$ cat src/rtl/mux_rr_pkg.sv
// Shared constants and helpers for the registered N-channel round-robin mux.
package mux_rr_pkg;

    localparam logic MODE_FIXED = 1'b0;
    localparam logic MODE_RR    = 1'b1;

    // Ceiling log2 for tools without $clog2 in constant expressions.
    function automatic int unsigned clog2(input int unsigned value);
        int unsigned width;
        int unsigned reach;
        width = 0;
        reach = 1;
        while (reach < value) begin
            reach = reach << 1;
            width = width + 1;
        end
        return width;
    endfunction

endpackage

$ cat src/rtl/rr_arbiter.sv
// Combinational rotate-priority search: first requester after ptr wins, ptr itself last.
module rr_arbiter #(
    parameter int unsigned N    = 4,
    parameter int unsigned SELW = 2
) (
    input  logic [N-1:0]    req,
    input  logic [SELW-1:0] ptr,
    output logic            gnt_valid,
    output logic [SELW-1:0] gnt_idx
);

    logic [SELW-1:0] cand;

    // Walk offsets from farthest to nearest so the nearest hit overwrites the rest.
    always_comb begin
        gnt_valid = 1'b0;
        gnt_idx   = '0;
        cand      = '0;
        for (int i = int'(N); i >= 1; i--) begin
            cand = SELW'((int'(ptr) + i) % int'(N));
            if (req[cand]) begin
                gnt_valid = 1'b1;
                gnt_idx   = cand;
            end
        end
    end

endmodule

$ cat src/rtl/mux_rr_n.sv
// N-channel, W-bit multiplexer with fixed-select or round-robin grant and a
// one-entry registered output stage using a valid/ready handshake.
module mux_rr_n
    import mux_rr_pkg::*;
#(
    parameter  int unsigned N    = 4,
    parameter  int unsigned W    = 8,
    localparam int unsigned SELW = clog2(N)
) (
    input  logic            clk,
    input  logic            rst,
    input  logic            mode,
    input  logic [SELW-1:0] sel,
    input  logic [N-1:0]    in_valid,
    input  logic [N*W-1:0]  in_data,
    output logic [N-1:0]    in_ready,
    output logic            out_valid,
    output logic [W-1:0]    out_data,
    output logic [SELW-1:0] out_ch,
    input  logic            out_ready
);

    localparam logic [SELW:0] N_EXT = (SELW+1)'(N);

    logic [SELW-1:0] ptr;
    logic            rr_valid;
    logic [SELW-1:0] rr_idx;
    logic            sel_ok;
    logic            grant_valid;
    logic [SELW-1:0] grant_idx;
    logic            can_load;
    logic            xfer;
    logic [W-1:0]    ch_data [N];

    rr_arbiter #(
        .N    (N),
        .SELW (SELW)
    ) u_arb (
        .req       (in_valid),
        .ptr       (ptr),
        .gnt_valid (rr_valid),
        .gnt_idx   (rr_idx)
    );

    // Out-of-range select (non power-of-two N) must never grant.
    assign sel_ok = ({1'b0, sel} < N_EXT);

    always_comb begin
        grant_valid = 1'b0;
        grant_idx   = '0;
        unique case (mode)
            MODE_FIXED: begin
                grant_valid = sel_ok && in_valid[sel];
                grant_idx   = sel;
            end
            MODE_RR: begin
                grant_valid = rr_valid;
                grant_idx   = rr_idx;
            end
            default: ;
        endcase
    end

    always_comb begin
        for (int k = 0; k < int'(N); k++) begin
            ch_data[k] = in_data[k*W +: W];
        end
    end

    // Loading while the held beat drains keeps one beat per cycle.
    assign can_load = !out_valid || out_ready;
    assign in_ready = (can_load && grant_valid) ? (N'(1) << grant_idx) : '0;
    assign xfer     = |(in_valid & in_ready);

    // Output register and round-robin pointer; ptr follows the last served channel in both modes.
    always_ff @(posedge clk or posedge rst) begin
        if (rst) begin
            out_valid <= 1'b0;
            out_data  <= '0;
            out_ch    <= '0;
            ptr       <= SELW'(N - 1);
        end else if (xfer) begin
            out_valid <= 1'b1;
            out_data  <= ch_data[grant_idx];
            out_ch    <= grant_idx;
            ptr       <= grant_idx;
        end else if (out_ready) begin
            out_valid <= 1'b0;
        end
    end

endmodule

$ cat config.mk
export PLATFORM = sky130hd
export DESIGN_NAME = mux_rr_n
export DESIGN_NICKNAME = d
export VERILOG_FILES = /design/src/rtl/mux_rr_pkg.sv /design/src/rtl/rr_arbiter.sv /design/src/rtl/mux_rr_n.sv
export SDC_FILE = /design/constraint.sdc
export NUM_CORES = 1
export LEC_CHECK = 0
export BUFFER_PORTS_ARGS = -buffer_cell sky130_fd_sc_hd__buf_2
export CORE_MARGIN = 2
export CORE_UTILIZATION = 48
export DETAILED_ROUTE_END_ITERATION = 10
export HOLD_SLACK_MARGIN = 0.08
export PLACE_DENSITY = 0.93
export SKIP_LAST_GASP = 1
export SYNTH_ARGS = -nofsm -noshare
export SYNTH_HDL_FRONTEND = slang
export SYNTH_SLANG_ARGS = --single-unit
export TNS_END_PERCENT = 30
$ cat constraint.sdc
create_clock -name clk -period 3.1 [get_ports clk]
set_clock_uncertainty 0.1 [all_clocks]
set_input_delay 0.155 -clock clk [delete_from_list [all_inputs] [get_ports clk]]
set_output_delay 0.155 -clock clk [all_outputs]
set_load 0.02 [all_outputs]
==> results of run 1 <==
## metrics by stage
step	utilization	instances	instance area (um^2)	worst slack, ps
final	0.645	192	1400	782
after floorplan	-	109	1090	1080
after global placement	0.628	187	1360	957
after detailed placement	0.628	187	1360	854
after CTS	0.645	192	1400	832
after global routing	0.645	192	1400	669
## layout make-up
class | count | area share
inverters | 13 | 0.0349
flip-flops and latches | 13 | 0.234
well taps | 28 | 0.0250
multi-input cells | 75 | 0.469
repair buffers | 59 | 0.218
clock buffers | 4 | 0.0188
## critical path, stage by stage, from the launching register on
cell	delay [ps]
dfstp_2	600
nand2_1	110
a2bb2oi_2	210
a31o_4	380
a2111oi_0	640
a211oi_1	130
## layout by cell type (no fill, tap or decap), types with 2 or more instances in the layout
| cell | synthesis | final |
|---|---|---|
| a2111oi_0 | 3 | 3 |
| a2111oi_2 | 3 | 3 |
| a2111oi_4 | 2 | 2 |
| a211oi_1 | 3 | 3 |
| a211oi_2 | 5 | 5 |
| a21o_1 | 2 | 2 |
| a311oi_1 | 8 | 8 |
| buf_2 | 3 | 56 |
| buf_4 | 1 | 2 |
| clkbuf_4 | 0 | 3 |
| dfrtp_1 | 11 | 11 |
| dfstp_2 | 2 | 2 |
| inv_1 | 13 | 13 |
| mux2i_1 | 8 | 8 |
| nand2_1 | 3 | 3 |
| nor2_1 | 11 | 11 |
| nor2b_1 | 5 | 5 |
| nor3_1 | 2 | 2 |
| o21a_1 | 4 | 4 |
## layer usage
layer	wire length (um)	part of all wire	GRT usage
met3	220	0.074	0.0546
met5	0	0	0
met2	1550	0.52	0.462
met4	10	0.0034	0.0395
met1	1180	0.40	0.291
## kinds of logic (layout without fill, tap and decap cells)
kind of cell	count (synthesis)	count (layout)	share of synthesized area
compound gates	40	40	0.390
buf+inv	21	76	0.0955
flops	13	13	0.301
mux	9	9	0.0944
simple gates	26	26	0.119
## final timing paths
check / endpoint / from / slack, ps
max in group asynchronous: ptr[0]$_DFFE_PP1P_ / rst / 2190
min in group asynchronous: out_data[2]$_DFFE_PP0P_ / rst / 350
min: out_valid$_DFFE_PP0P_ / out_ready / 80
min reg2reg: out_ch[1]$_DFFE_PP0P_ / out_ch[1]$_DFFE_PP0P_ / 390
max reg2reg: out_data[5]$_DFFE_PP0P_ / ptr[1]$_DFFE_PP1P_ / 780
max: out_data[5]$_DFFE_PP0P_ / ptr[1]$_DFFE_PP1P_ / 780
## state kept, by name (all words and copies together) (netlist names)
signal / flops
out_ch: 2
out_data: 8
out_valid: 1
ptr: 2
## report_power, final
| group | internal [mW] | switching (mW) |
|---|---|---|
| clock network | 0.0499 | 0.0544 |
| logic | 0.154 | 0.240 |
| registers | 0.226 | 0.0370 |
| total | 0.429 | 0.331 |
==> flow_summary.toml, run 1 <==
[clocking]
cts_tree = "built"
clk_latency_ps = 270
clockBufferDepth = 2
cts-root-buf = "clkbuf_4"
cts.sinks = 13
cts_resized = 0
cts_hold_buf = 1
path_clk_slew_ps = 80
cts-buffers-inserted = 3
cts_setup_buffers = 0
cts.htree.levels = 1

[placed_design]
portBuffers = 56
place_congestion = 0.891
dp_hpwl_um = 2290

[synthesis]
async_flop_share = 1.00
ys.flop_type = "dfrtp_1"
syn_area_mm2 = 0.00109
yosys_warnings = 0
synth_edf_count = 0
synth.most_common_cell = "inv_1"
synthCells = 109
synthesis.nets = 151
synthTopCellsByArea = "dfrtp_1 (25%), mux2i_1 (7.4%), a311oi_1 (6.4%)"
syn_avg_cell_area_um2 = 9.98
synth_commonest_cells = "inv_1 (13), dfrtp_1 (11), nor2_1 (11), a311oi_1 (8), mux2i_1 (8)"
yosysUniqueCellTypes = 38
synth_area_leader_cell = "dfrtp_1"
ys_ff_latch = 13
ys_seq_area_frac = 0.301
synth.top_cell.area_share = 0.253

[pwr]
peakVddDrop_mv = 0.365
power_uw = 761
cellLeakagePower_nw = 0.645
power_density_mw_per_mm2 = 544

[floorplan]
rows = 17
die_width_um = 51.6
dieHeight_um = 51.6
dieArea_mm2 = 0.00266
start_util = 0.501
ios = 57
coreArea_mm2 = 0.00217

[min_path]
whs_path_depth = 3
hold_class = "in2reg"

[critical_path]
start_kind = "flip-flop"
cp_max_fo = 16
crit_path_end_kind = "flip-flop"
worstPathRequired_ps = 3130
crit_arrival_ps = 2350
r2r.worst_path.cells = 5
worstSetupPathType = "reg2reg"

[timing]
min_period_over_period = 0.748
hold_slack_ps = 80.4
grt_setup_unrepaired = "false"
setup-violations-final = 0
drv_slew = 0
relSlewSlack = 0.511
fin_crit_ps = 2320
worst_pin_slew_ps = 733
hold_violations = 0
setup-tns-final_ps = 0
max_freq_ghz = 0.431

[final_layout]
seq_area_um2 = 328
drive_gt1_frac = 0.470
diodes = 0
area_growth_pct = 28.7
fillers = 214
layout.nets = 207
multiInputGateArea_um2 = 656

[global_route]
grt_pass1_wl_um = 4940
grt_antenna_before_repair = 0
grt_max_degree = 17
grt_usage = 0.247
grt_overflow = 0
grt_pass1_vias = 1100

[detailed_routing]
num_vias = 1116
drt_iter0_drc = 13
totalWireLength_um = 2950
antenna_left = 0
via_per_inst = 5.81
wl_per_cell_um = 15.4
drt-pass1-iter-count = 4
drc = 0

[job]
drv_cap = 0

[status]
status = "complete, no violations"
No activity file was read; power rests on OpenSTA's default activity.
==> inputs of run 2 (changes only) <==
Settings changed: ABC_AREA from default to 1, CORE_UTILIZATION 48 to 42, PLACE_DENSITY 0.93 to 0.85.
Clock period 3.1 ns to 2.03 ns, I/O delays scaled along.
==> run 2 against run 1 <==
The run now ends with negative setup slack left; utilization is 1.6 points higher; die area rose by 24%; synthesized cell count rose by 87%; highest routed layer unchanged; total power grew to 3.4 times the previous value.
==> flow_summary.toml, run 2 <==
[status]
status = "finished with violations"
violations = "negative setup slack"

[synthesis]
synth_top_family_by_area = "simple AND/OR/NAND/NOR gates"
synthXorXnorAreaFrac = 0
synthCells = 204
synthesis.nets = 246
yosysUniqueCellTypes = 23
ys_ff_latch = 13
syn_area_mm2 = 0.00120
synthTopCellsByArea = "nand2_1 (27%), dfrtp_1 (23%), nand3_1 (12%)"
async_flop_share = 1.00
syn_avg_cell_area_um2 = 5.89
synth.top_cell.area_share = 0.275
synthMuxAreaShare = 0
synth_simple_gate_area_share = 0.523
synth_commonest_cells = "nand2_1 (88), nand3_1 (29), inv_1 (28), nand2_2 (13), dfrtp_1 (11)"
synth_edf_count = 0
synth_area_leader_cell = "nand2_1"
ys.flop_type = "dfrtp_1"
synth_fa_ha_area_frac = 0
synth.most_common_cell = "nand2_1"
synth-compound-area-share = 0.0489
yosys_warnings = 0
ys_seq_area_frac = 0.273

[timing]
min_period_over_period = 1.11
hold_violations = 0
grt_setup_unrepaired = "true"
fin_crit_ps = 2250
drv_slew = 0
worst_pin_slew_ps = 479
max_freq_ghz = 0.445
setup-violations-final = 12
setup-tns-final_ps = -1710
layout_setup_ws_ps = -217
relSlewSlack = 0.680
hold_slack_ps = 91.8

[placed_design]
dp_hpwl_um = 2550
place_congestion = 0.903
place_area_mm2 = 0.00159
dp.cells = 294
portBuffers = 56
place_ws_ps = -90.0

[clocking]
cts_tree = "built"
cts-root-buf = "clkbuf_4"
clk_latency_ps = 290
cts.sinks = 13
cts.htree.levels = 1
path_clk_slew_ps = 90
clockBufferDepth = 2
cts-buffers-inserted = 3

[critical_path]
rr_startpoint = "ptr[0]$_DFFE_PP1P_"
start_kind = "flip-flop"
crit_start = "ptr[0]$_DFFE_PP1P_"
worstSetupPathType = "reg2out"
worstPathRequired_ps = 1830
rrSetupSlack_ps = -140
worstReg2RegEnd = "out_data[4]$_DFFE_PP0P_"
crit_path_end_kind = "primary output"
r2r.worst_path.cells = 18
crit_arrival_ps = 2050
cp-endpoint = "in_ready[2]"
cp_max_fo = 4

[detailed_routing]
antenna_left = 0
totalWireLength_um = 3420
drc = 0
dr_wl_met3_um = 173
wl_met1_um = 1380
met2_length_um = 1780
num_vias = 1488
top_layer = "met4"
drt_iter0_drc = 76
wl_per_cell_um = 11.1
drt-pass1-iter-count = 4
via_per_inst = 4.82

[floorplan]
die_width_um = 57.5
coreArea_mm2 = 0.00273
rows = 19
dieArea_mm2 = 0.00331
ios = 57
start_util = 0.440
dieHeight_um = 57.5

[final_layout]
largest_reg_flops = 8
final_cell_mix = "nand2_1 (83), buf_2 (52), inv_1 (25)"
layout.cells.most_common = "nand2_1"
diodes = 0
instances_no_fill = 309
largestRegisters = "out_data (8), out_ch (2), ptr (2)"
regMostFlops = "out_data"
layout.nets = 321
area_growth_pct = 50.3
drive_gt1_frac = 0.435
fin_area_mm2 = 0.00181
fillers = 231
utilization = 0.661

[global_route]
grt_usage = 0.222
grt_max_degree = 17
grt_antenna_before_repair = 0
grt_overflow = 0
grt_pass1_vias = 1443
grt_pass1_wl_um = 5850

[pwr]
cellLeakagePower_nw = 1.11
power_mw = 2.61
power_density_mw_per_mm2 = 1450
peakVddDrop_mv = 1.05

[job]
drv_cap = 0

[min_path]
hold_class = "in2reg"
==> run 2: power breakdown <==
group / internal, mW / switching (mW) / total (mW)
Clock: 0.0766 / 0.0920 / 0.169
Combinational: 0.846 / 1.12 / 1.96
Sequential: 0.396 / 0.0845 / 0.481
Total: 1.32 / 1.29 / 2.61
==> run 2: worst min path at each step <==
stage | slack [ps] | endpoint | cells past startpoint | startpoint
floorplan | -120 | out_ch[0]$_DFFE_PP0P_ | 1 | rst
global route | 110 | out_data[5]$_DFFE_PP0P_ | 7 | in_data[21]
detailed placement | 40 | out_valid$_DFFE_PP0P_ | 2 | rst
global placement | 40 | out_valid$_DFFE_PP0P_ | 2 | rst
CTS | 110 | out_data[5]$_DFFE_PP0P_ | 7 | in_data[21]
finish | 90 | out_data[5]$_DFFE_PP0P_ | 7 | in_data[21]
==> run 2: layout make-up <==
class | count | area (um^2) | area share
Clock buffer | 4 | 26.3 | 0.0145
Sequential cell | 13 | 328 | 0.181
Inverter | 32 | 128 | 0.0706
Timing Repair Buffer | 78 | 522 | 0.289
Multi-Input combinational cell | 151 | 764 | 0.423
Tap cell | 31 | 38.8 | 0.0215
==> run 2: worst max-delay path, cell delays in order (launching register included) <==
cell and delay (ps):
dfstp_2 580, buf_12 120, nand2_2 40, o21ai_2 100, nand2_2 100, nand2_1 80, nand3_2 70, nand3_2 60
a22oi_2 70, buf_4 160, nor3_2 180, buf_4 170
==> run 2: cells by family (layout without fill, tap and decap cells) <==
logic type,count (synthesis),count (layout)
flops,13,13
simple gates,141,141
compound gates,10,10
buf+inv,40,114
==> run 2: timing repair <==
| action | 4_1_cts | 5_1_grt |
|---|---|---|
| buffers inserted | 6 | 3 |
| pin swaps | 5 | 4 |
| hold endpoints to repair | 14 | 0 |
| setup endpoints to repair | 12 | 14 |
| resized for setup | 20 | 12 |
| hold buffers | 2 | 0 |
==> run 2: metal layers <==
layer | GRT usage | vias up
met3 | 0.0363 | 10
li1 | - | 772
met1 | 0.259 | 659
met5 | 0 | -
met2 | 0.412 | 47
met4 | 0.0631 | 0
==> inputs of run 3 (changes only) <==
Settings changed: ABC_AREA 1 to 0, CORE_UTILIZATION 42 to 40, CTS_CLUSTER_DIAMETER from default to 200, GPL_TIMING_DRIVEN from default to 0, PLACE_DENSITY 0.85 to 0.84.
==> run 3 against run 2 <==
The flow still finishes with violations (negative setup slack); first-iteration DRC count decreased by 83%; final area fell by 5.5%; global-route usage decreased by 2.3 points; highest routed layer unchanged.
==> flow_summary.toml, run 3 (synthesized netlist as in run 1, its figures left out) <==
[global_route]
grt_max_degree = 14
grt_antenna_before_repair = 0
grt_pass1_wl_um = 5010
grt_usage = 0.199
grt_overflow = 0
grt_pass1_vias = 1131

[critical_path]
worstSetupPathType = "reg2reg"
crit_path_end_kind = "flip-flop"
start_kind = "flip-flop"
slowest_delay_ps = 630
worst_path_max_delay_cell = "dfstp_2"
worstPathRequired_ps = 2090
crit_chain = "buf_4 -> o221ai_4 -> a31o_4 -> a2111oi_1 -> a211oi_1"
critPathBufInv = 1
cp_max_fo = 7
crit_family = "compound AO/OA/AOI/OAI gates"
crit_arrival_ps = 2140

[clocking]
path_clk_slew_ps = 80
cts_tree = "built"
cts.sinks = 13
clockBufferDepth = 2
cts-buffers-inserted = 3
clk_latency_ps = 290
cts-root-buf = "clkbuf_4"
cts.htree.levels = 1

[detailed_routing]
via_per_inst = 5.47
drt-pass1-iter-count = 4
num_vias = 1187
wl_per_cell_um = 14.5
antenna_left = 0
drc = 0
totalWireLength_um = 3140
drt_iter0_drc = 13

[floorplan]
coreArea_mm2 = 0.00252
start_util = 0.431
die_width_um = 56.1
ios = 57
dieArea_mm2 = 0.00315
rows = 18
dieHeight_um = 56.1

[timing]
layout_setup_ws_ps = -48.6
min_period_over_period = 1.02
setup-tns-final_ps = -225
worst_pin_slew_ps = 543
relSlewSlack = 0.638
fin_crit_ps = 2080
max_freq_ghz = 0.481
drv_slew = 0
grt_setup_unrepaired = "true"
setup-violations-final = 8
hold_violations = 0

[pwr]
power_density_mw_per_mm2 = 784
cellLeakagePower_nw = 0.768
power_mw = 1.34
peakVddDrop_mv = 0.523

[placed_design]
dp.cells = 194
portBuffers = 55
place_congestion = 0.853
place_area_mm2 = 0.00140
place_ws_ps = -166
dp_hpwl_um = 2280

[final_layout]
drive_gt1_frac = 0.540
regMostFlops = "out_data"
layout.nets = 230
instances_no_fill = 217
largest_reg_flops = 8
layout.cells.most_common = "buf_2"
largestRegisters = "out_data (8), out_ch (2), ptr (2)"
diodes = 0
area_growth_pct = 57.1
final_cell_mix = "buf_2 (53), buf_4 (13), inv_1 (11), dfrtp_1 (11)"
fin_area_mm2 = 0.00171

[status]
status = "finished with violations"
violations = "negative setup slack"

[min_path]
hold_class = "in2reg"

[job]
drv_cap = 0
run 3: cell types whose count changed in the layout (fill, tap and decap cells not counted), sizes merged, moves of 4 or more:
cell and delta:
nand3 -31, dlygate4sd3 +8, a211oi +8, nand2 -99
a311oi +8, a2111oi +8, o21ai -5, buf -6
nor2 +6, mux2i +8, inv -19, o21a +4
nor2b +5
run 3: final timing paths:
kind	start	depth (start not counted)	to	slack [ps]
worst max-delay path	ptr[1]$_DFFE_PP1P_	5	out_data[6]$_DFFE_PP0P_	-50
worst min-delay path	in_data[17]	3	out_data[1]$_DFFE_PP0P_	80
worst max register to register	ptr[1]$_DFFE_PP1P_	5	out_data[6]$_DFFE_PP0P_	-50
worst min register to register	out_ch[1]$_DFFE_PP0P_	1	out_ch[1]$_DFFE_PP0P_	400
max in group asynchronous	rst	3	ptr[0]$_DFFE_PP1P_	1210
min in group asynchronous	rst	3	out_ch[0]$_DFFE_PP0P_	260
run 3: layer usage:
layer	global-route usage	part of all wire	wire length [um]	up-vias
met3	0.0512	0.069	218	3
met4	0.0510	0.0073	23	0
met5	0	0	0	-
met1	0.247	0.42	1310	559
li1	-	-	-	579
met2	0.341	0.50	1590	46
run 3: layout make-up:
type                       count  area [um^2]
multi-input combinational     75          748
sequential                    13          328
tap                           30         37.5
clock buffer                   3         22.5
inverter                      13         48.8
timing repair buffer          74          457
fill                         211          815
buffer                         8         61.3
clock inverter                 1         5.00
run 3: power breakdown:
part	internal (mW)	leakage [nW]	switching, mW
combinational	0.350	0.606	0.419
clock	0.0735	0.0177	0.0932
sequential	0.345	0.144	0.0591
total	0.768	0.768	0.572
run 3: stage by stage:
step            util  hold slack [ps]
6_report       0.677             83.4
5_1_grt        0.677             91.4
4_1_cts        0.655             85.9
3_5_place_dp   0.555             42.8
3_3_place_gp   0.555             25.3
2_1_floorplan      -             -123
run 3: worst reg2reg max path: stages (launching register included):
cell and delay [ps]:
dfstp_2 630, buf_4 150, o221ai_4 150, a31o_4 330
a2111oi_1 500, a211oi_1 100
run 3: what timing repair did:
action	4_1_cts	5_1_grt
pin swaps	6	8
hold endpoints to repair	18	0
resized for setup	18	8
cloned	0	0
buffers inserted	6	3
endpoints found under the setup margin	12	12
hold buffers	10	0
